===== config.mk =====
export PLATFORM = sky130hd
export DESIGN_NAME = program_loader
export DESIGN_NICKNAME = d
export VERILOG_FILES = /design/src/rtl/program_loader.sv
export SDC_FILE = /design/constraint.sdc
export NUM_CORES = 1
export LEC_CHECK = 0
export CAP_MARGIN = 10
export CORE_ASPECT_RATIO = 0.9
export CORE_MARGIN = 2
export CORE_UTILIZATION = 30
export DETAILED_ROUTE_END_ITERATION = 7
export GPL_TIMING_DRIVEN = 0
export PLACE_DENSITY = 0.5
export SLEW_MARGIN = 30
export SYNTH_ARGS = -nofsm -noshare
export SYNTH_HDL_FRONTEND = slang
export SYNTH_SLANG_ARGS = --single-unit

===== constraint.sdc =====
create_clock -name clk -period 2.7 [get_ports clk]
set_input_delay 0.405 -clock clk [delete_from_list [all_inputs] [get_ports clk]]
set_output_delay 0.405 -clock clk [all_outputs]
set_load 0.03 [all_outputs]

===== src/rtl/program_loader.sv =====
// Instruction-memory loader: takes a length-prefixed, XOR-checksummed byte stream
// and writes 32-bit words (MSB-first) to consecutive RAM addresses from BASE_ADDR.
module program_loader #(
    parameter int                    ADDR_WIDTH = 26,
    parameter logic [ADDR_WIDTH-1:0] BASE_ADDR  = '0
) (
    input  logic                  clk,
    input  logic                  reset_n,
    input  logic                  start,
    input  logic [7:0]            byte_in,
    input  logic                  byte_valid,
    output logic                  byte_ready,
    output logic [ADDR_WIDTH-1:0] mem_addr,
    output logic [31:0]           mem_data,
    output logic                  mem_we,
    output logic                  busy,
    output logic                  done,
    output logic                  error
);

    typedef enum logic [2:0] {IDLE, LEN_HI, LEN_LO, DATA, WRITE, CHECK, DONE} state_t;

    state_t      state;
    state_t      state_nxt;
    logic [15:0] word_cnt;
    logic [16:0] word_idx;
    logic [16:0] word_idx_inc;
    logic [1:0]  byte_idx;
    logic [7:0]  checksum;
    logic [31:0] word_sr;
    logic        accept;

    assign accept       = byte_valid & byte_ready;
    assign word_idx_inc = word_idx + 17'd1;

    always_comb begin
        state_nxt = state;
        case (state)
            IDLE, DONE: if (start) state_nxt = LEN_HI;
            LEN_HI:     if (accept) state_nxt = LEN_LO;
            LEN_LO:     if (accept) state_nxt = ({word_cnt[15:8], byte_in} == 16'd0) ? CHECK : DATA;
            DATA:       if (accept && byte_idx == 2'd3) state_nxt = WRITE;
            WRITE:      state_nxt = (word_idx_inc == {1'b0, word_cnt}) ? CHECK : DATA;
            CHECK:      if (accept) state_nxt = DONE;
            default:    state_nxt = IDLE;
        endcase
    end

    // Outputs are registered from the next state so they line up with the state they describe.
    always_ff @(posedge clk or negedge reset_n) begin
        if (!reset_n) begin
            state      <= IDLE;
            byte_ready <= 1'b0;
            busy       <= 1'b0;
            done       <= 1'b0;
            error      <= 1'b0;
            mem_we     <= 1'b0;
            mem_addr   <= '0;
            mem_data   <= '0;
            word_cnt   <= '0;
            word_idx   <= '0;
            byte_idx   <= '0;
            checksum   <= '0;
            word_sr    <= '0;
        end else begin
            state      <= state_nxt;
            byte_ready <= state_nxt inside {LEN_HI, LEN_LO, DATA, CHECK};
            busy       <= !(state_nxt inside {IDLE, DONE});
            done       <= (state_nxt == DONE);
            mem_we     <= (state == DATA) && (state_nxt == WRITE);
            case (state)
                IDLE, DONE: begin
                    if (start) begin
                        error    <= 1'b0;
                        checksum <= '0;
                        word_idx <= '0;
                        byte_idx <= '0;
                    end
                end
                LEN_HI: if (accept) word_cnt[15:8] <= byte_in;
                LEN_LO: if (accept) word_cnt[7:0] <= byte_in;
                DATA: begin
                    if (accept) begin
                        word_sr  <= {word_sr[23:0], byte_in};
                        checksum <= checksum ^ byte_in;
                        byte_idx <= byte_idx + 2'd1;
                        if (byte_idx == 2'd3) begin
                            mem_addr <= BASE_ADDR + ADDR_WIDTH'(word_idx);
                            mem_data <= {word_sr[23:0], byte_in};
                        end
                    end
                end
                WRITE: word_idx <= word_idx_inc;
                CHECK: if (accept) error <= (byte_in != checksum);
                default: ;
            endcase
        end
    end

endmodule


==> parameters.txt <==
Parameter                              Value

Clock tree
  TritonCTS clock tree ... built
  Maximum level of the CTS H-tree ... 4
  Insertion delay of the later-clocked pin in the worst-skew pair ... 0.42 ns
  Clk root buf ... clkbuf_16
  CTS clock-pin slew for the worst setup and hold paths ... around 0.06 ns
  CTS sink count ... 124
  Number of CTS-inserted buffers ... 17
  Bufs on Longest Clock Path ... 2

STA
  Worst slew slack as a fraction of its limit ... 0.5216
  Clock Skew ... between 0.008 and 0.009 ns
  Final Max Tran Viols ... 0
  Post-route fraction of the period consumed by the critical path ... 0.9671
  Worst-case setup margin in the final layout ... between 0.08 and 0.09 ns
  Min Tclk post-route ... between 2 and 3 ns
  Final sum of negative setup slack ... 0 ns
  Final setup fails ... 0
  Maximum clock rate ... 0.3830 GHz
  Final-report hold violation count ... 0
  Unrepaired setup endpoints after global routing ... yes
  Slew at the pin closest to its max-slew limit ... 0.7137 ns

Cells and area
  Final core occ ... 0.3982
  Syn-to-layout area delta ... 29.53%
  Most frequent standard cell in the layout excluding fill and tap cells ... dfrtp_1
  Most frequent cells in the layout ... dfrtp_1, nand2_1, mux2_2, clkdlybuf4s50_1, o21ai_0
  Final antenna diode count ... 0
  NumNets Final ... 647
  Final-layout fill cell count ... between 1500 and 2000
  Register cell area after layout ... 3105 um^2
  Multi-input gate area in the final layout ... 2444 um^2
  Share of layout cells above drive strength 1 ... 0.1950
  Final design instance area without fill ... 7376 um^2

Synth
  Post-synthesis cell area ... 5694 um^2
  Synthesized area per cell ... 10.56 um^2
  Share of flip-flops with an asynchronous set or reset after synthesis ... 1.000
  Cell taking the most area after synthesis ... dfrtp_1
  Predominant post-synthesis flop cell ... dfrtp_1
  Sequential fraction of the synthesis area ... 0.5449
  Number of enable-type register cells in the synthesized netlist ... 0
  Number of library cell types mapped by synthesis ... just over 50
  Top-area cell type share of the netlist area ... 0.5449
  Synth area leaders ... dfrtp_1, mux2_2, nand2_1
  Synth warn ... 0
  FF+latch count, synth ... 124
  Number of cells produced by synthesis ... 539

Route
  Remaining number of nets flagged by the antenna check after routing ... 0
  Number of vias per cell ... 4.844
  Router iterations before antenna repair ... 5
  Total via count in the routed design ... 4316
  First-iteration detailed-routing DRC count ... 261
  DR DRC count ... 0
  Final WL ... 14670 um
  Average wire per standard cell ... approximately 16 um

Power
  Power Dens Cells ... 1169 nW/um^2
  Worst IR drop on VDD ... 0.5678 mV
  Overall power of the completed layout ... between 8 and 9 mW
  Leak Pwr ... ~3.3 nW

Worst setup path
  Worst Setup Path Type ... reg -> reg
  Crit path cell chain ... ha_1, xor2_1, a311oi_2, o21ai_1, or4_1, or3_1, nor3_4, o21ai_0
  Required arrival time at the worst endpoint ... just under 3 ns
  Number of cells on the worst reg-to-reg path ... 8
  Worst setup path endpoint ... state[1]$_DFF_PN0_
  Crit path max fanout ... 6
  Delay of the slowest critical-path stage ... 0.50 ns
  Kind of start point of the critical path ... flop
  Register-to-register path setup slack ... 0.09 ns
  Kind of end point of the critical path ... flop
  Reg2reg start ... word_idx[1]$_DFFE_PN0P_
  Worst EP arrival ... approximately 2.9 ns
  Reg-to-reg endpoint ... state[1]$_DFF_PN0_
  Cell at the slowest stage of the critical path ... or4_1
  Origin of the worst setup path ... word_idx[1]$_DFFE_PN0P_

Global routing
  Overall fraction of global-route tracks in use ... 0.1546
  Number of antenna violations at the first check in global routing ... 0
  First-pass GRT wire length ... 23860 um
  Total congestion overflow ... 0
  Vias in the first global route ... between 4000 and 5000
  Global routing's busiest layer ... met1
  GR Util met3 ... 0.03784
  Met1 layer usage reported by global route ... 0.2277
  Global Route met2 Usage ... 0.2204
  Pin count of the biggest net entering global routing ... 87

Die
  Core box area ... 18520 um^2
  Num rows ... 47
  Die footprint ... 20100 um^2
  Initial standard-cell utilization of the core ... 0.3074
  Die height ... 134.7 um
  Die boundary width ... 149.2 um
  # IOs ... 75

Placed design
  Area post-placement ... 6724 um^2
  Count of input and output buffers ... 65
  Final weighted congestion in routability-driven placement ... 0.8760
  Post-Place Worst Slack ... -0.4343 ns
  Detail Placement HPWL ... 10390 um

Min path
  Classification of the worst-slack hold path ... in -> async

Flow run
  Number of max-capacitance violations reported ... 0

Run status
  Outcome ... finished clean
==> layer usage <==
metal | wire length [um] | vias up
met4 | 260 | 0
met2 | 6348 | 118
li1 | - | 2048
met3 | 789 | 18
met1 | 7271 | 2132
met5 | 0 | -
==> cells by family after synthesis <==
logic type	count (synthesis)	share of synthesized area
AOI/OAI and AO/OA	90	0.09470
xor gates and xnor gates	29	0.04460
adders and majority gates	2	0.004394
buffers and inverters	43	0.03647
DFF	124	0.5449
muxes	66	0.1301
other	1	0.0006586
and+or+nand+nor	184	0.1441
==> state kept, by name, summed over array words and instances (netlist names) <==
register / cells
word_sr: 24
word_idx: 17
word_cnt: 16
error: 1
state: 3
done: 1
byte_idx: 2
mem_data: 32
byte_ready: 1
mem_we: 1
checksum: 8
mem_addr: 17
busy: 1
==> area by class of cell <==
cell class	count	share of cell area
Sequential cell	124	0.4210
Multi-Input combinational cell	380	0.3313
Timing Repair Buffer	69	0.09601
Clock buffer	19	0.06005
Tap cell	245	0.04156
Buffer	36	0.02511
Clock inverter	13	0.02239
Inverter	5	0.002545
==> worst min path at each step <==
stage                             from                       to  slack, ns  cells after the start
3_5_place_dp                   reset_n  mem_data[9]$_DFFE_PN0P_       0.31                      1
2_1_floorplan                  reset_n           busy$_DFF_PN0_       0.11                      0
5_1_grt                        reset_n   word_sr[2]$_DFFE_PN0P_       0.49                      2
3_3_place_gp   word_sr[22]$_DFFE_PN0P_  word_sr[22]$_DFFE_PN0P_       0.46                      2
4_1_cts                        reset_n  mem_data[9]$_DFFE_PN0P_       0.46                      2
6_report                       reset_n  mem_data[9]$_DFFE_PN0P_       0.45                      2
==> synth_stat cells, types with 3 or more instances <==
cell type    n
dfrtp_1    124
a31oi_1      3
nor4_1       9
clkbuf_1    19
o31ai_1      5
buf_4        9
buf_1        5
nor3_1       7
nand3_1     12
mux2_2      64
nand2_1    114
nor2_1      20
nand4_1      5
buf_2        3
a22o_1       3
inv_1        5
a21oi_1     13
xnor2_1     13
xor2_1      16
and3_1       4
o21ai_0     46
==> per-stage QoR <==
| step | cells | hold WS (ns) |
|---|---|---|
| 4_1_cts | 893 | 0.4563 |
| 2_1_floorplan | 547 | 0.1094 |
| 3_3_place_gp | 857 | 0.4593 |
| 5_1_grt | 891 | 0.4871 |
| 6_report | 891 | 0.4486 |
| 3_5_place_dp | 858 | 0.3126 |
==> worst max-delay path, delay by kind of cell (launching register included) <==
kind,cells,cell delay [ns]
adders and majority gates,1,0.32
AOI/OAI and AO/OA,3,0.44
DFF,1,0.45
xor gates and xnor gates,1,0.17
and+or+nand+nor,3,1.09
==> what timing repair did <==
action,4_1_cts,5_1_grt
endpoints found under the hold margin,38,0
pin swaps,1,0
hold buffers,1,0
buffers inserted,2,0
resized for setup,5,4
endpoints found under the setup margin,6,13
==> power by group <==
part,switching [mW],internal (mW)
Combinational,1.72,1.39
Clock,0.868,1.48
Sequential,0.572,2.59
Total,3.16,5.46
Note: power is estimated with default switching activity, not from simulation.
==> variant, RTL diff (config.mk and constraints unchanged) <==
Set the parameter `ADDR_WIDTH` to 22 (it was 26).
--- a/src/rtl/program_loader.sv
+++ b/src/rtl/program_loader.sv
@@ -1,7 +1,7 @@
 // Instruction-memory loader: takes a length-prefixed, XOR-checksummed byte stream
 // and writes 32-bit words (MSB-first) to consecutive RAM addresses from BASE_ADDR.
 module program_loader #(
-    parameter int                    ADDR_WIDTH = 26,
+    parameter int                    ADDR_WIDTH = 22,
     parameter logic [ADDR_WIDTH-1:0] BASE_ADDR  = '0
 ) (
     input  logic                  clk,
Ports: changed (resized mem_addr); port bits go from 75 to 71. The function was not compared with the original's and may differ.
==> variant against the unedited design <==
Routed wire length decreased by 2.2%. Critical endpoint unchanged. Synthesized area decreased by 0.53%. First-iteration DRC count increased by 24%. Power decreased by 2.3%. Setup slack got worse by 24 ps. Sequential cell count unchanged. Design area decreased by 0.98%.
==> variant: results (changes against the unedited design) <==
Final #Nets = 641 (-0.93%)
Synth top area cells = dfrtp_1 55%, mux2_2 13%, nand2_1 7.6%
Clock buffer depth = 2 (unchanged)
Async SR Flop Fraction = 100% (unchanged)
Post-DP HPWL = 10100 microns (-2.9%)
Global-route wire length before repair = 22900 microns (-4.0%)
CTS H-tree depth = 4 (unchanged)
Total wire length = 14300 microns (-2.2%)
Synth cell types = 51 (unchanged)
1st-pass router iterations = 5 (unchanged)
Total CTS buffers = 17 (unchanged)
Total number of vias = 4267 (-1.1%)
Arrival @ worst endpoint = 2900 ps (+20 ps)
Status = finished, final reports clean
DR iter-0 viols = 323 (+24%)
Initial antenna violation count = 0 (unchanged)
Multi-input gate area = 2430 sq um (-0.56%)
Synth top cells by count = 124 x dfrtp_1, 114 x nand2_1, 64 x mux2_2
Post-Syn Area per Cell = 10.6 sq um (+0.22%)
Fill cell count = 1827 (+0.77%)
Vias in the first global route = 4159 (-4.0%)
Largest net degree at the start of global routing = 88 (+1.1%)
Leakage = 3.28 nW (-1.5%)
Clock root buffer = clkbuf_16
Critical path's largest stage delay = 510 ps
Clock-pin slew on the worst setup and hold paths = 60 ps (about the same)
IO Port Bufs = 65 (unchanged)
DRC Markers = 0 (unchanged)
CP max-delay cell = or4_1
Register area share after synthesis = 54.8% (+0.29 points)
Slew headroom = 53.3% (+1.2 points)
Worst Skew = 13.8 ps (+5.77 ps)
Routability Congestion = 0.859 (-2.0%)
Hold Path Class = input pin to asynchronous set/reset pin
Peak fanout along the critical path = 6 (unchanged)
Placed cell areas = 6680 sq um (-0.67%)
N_diodes = 0 (unchanged)
Crit path max-delay family = simple AND/OR/NAND/NOR gates
Share of cells above drive strength 1 = 19.2% (-0.29 points)
Biggest regs = mem_data: 32 flops, word_sr: 24 flops
Place WS = -455 ps (-20.5 ps)
VDD IR max = 0.690 mV (+22%)
Total GRT Usage = 15.2% (-0.31 points)
Vias/cell = 4.82 (-0.47%)
YS warnings = 0 (unchanged)
Worst skew pair latency = 430 ps
Inst Count DP = 850 (-0.93%)
variant: power by group:
group	switching (mW)	leakage, nW	internal, mW
combinational	1.71	1.39	1.39
clock	0.889	0.265	1.28
sequential	0.564	1.62	2.59
total	3.16	3.28	5.27
variant: worst paths after layout:
kind / start / to / slack (ps) / cells after the start
setup / recovery: word_idx[0] / state[1] / 70 / 8
hold / removal: reset_n / mem_data[8] / 440 / 2
setup reg to reg: word_idx[0] / state[1] / 70 / 8
hold reg to reg: word_sr[22] / word_sr[22] / 470 / 2
max in group asynchronous: reset_n / word_idx[0] / 1500 / 3
min in group clk: word_sr[22] / word_sr[22] / 470 / 2
variant: final cells by class:
cell class	instances	share of cell area, %
sequential	124	42.5
multi-input combinational	376	33.3
timing repair buffer	70	9.80
clock buffer	18	5.88
tap	245	4.20
buffer	33	2.19
clock inverter	14	1.88
inverter	5	0.257
variant: cells by family after synthesis:
group	share of synthesized area (%)
compound gates	9.52
simple gates	14.5
flops	54.8
mux	13.1
other cells	0.0662
fa+ha+maj	0.442
xor+xnor	4.48
buf+inv	3.14
variant: timing repair:
action	in CTS	in global routing
hold endpoints to repair	37	0
gates resized for setup	4	6
hold buffers	1	0
endpoints found under the setup margin	6	35
setup buffers	0	3
variant: metal layers:
metal  up-vias  track usage [%]  part of all wire, %
met5         -                0                    0
met4         0             5.50                  1.3
met3         9             4.22                  5.4
met2       126             21.7                   44
met1      2079             21.8                   49
li1       2053                -                    -
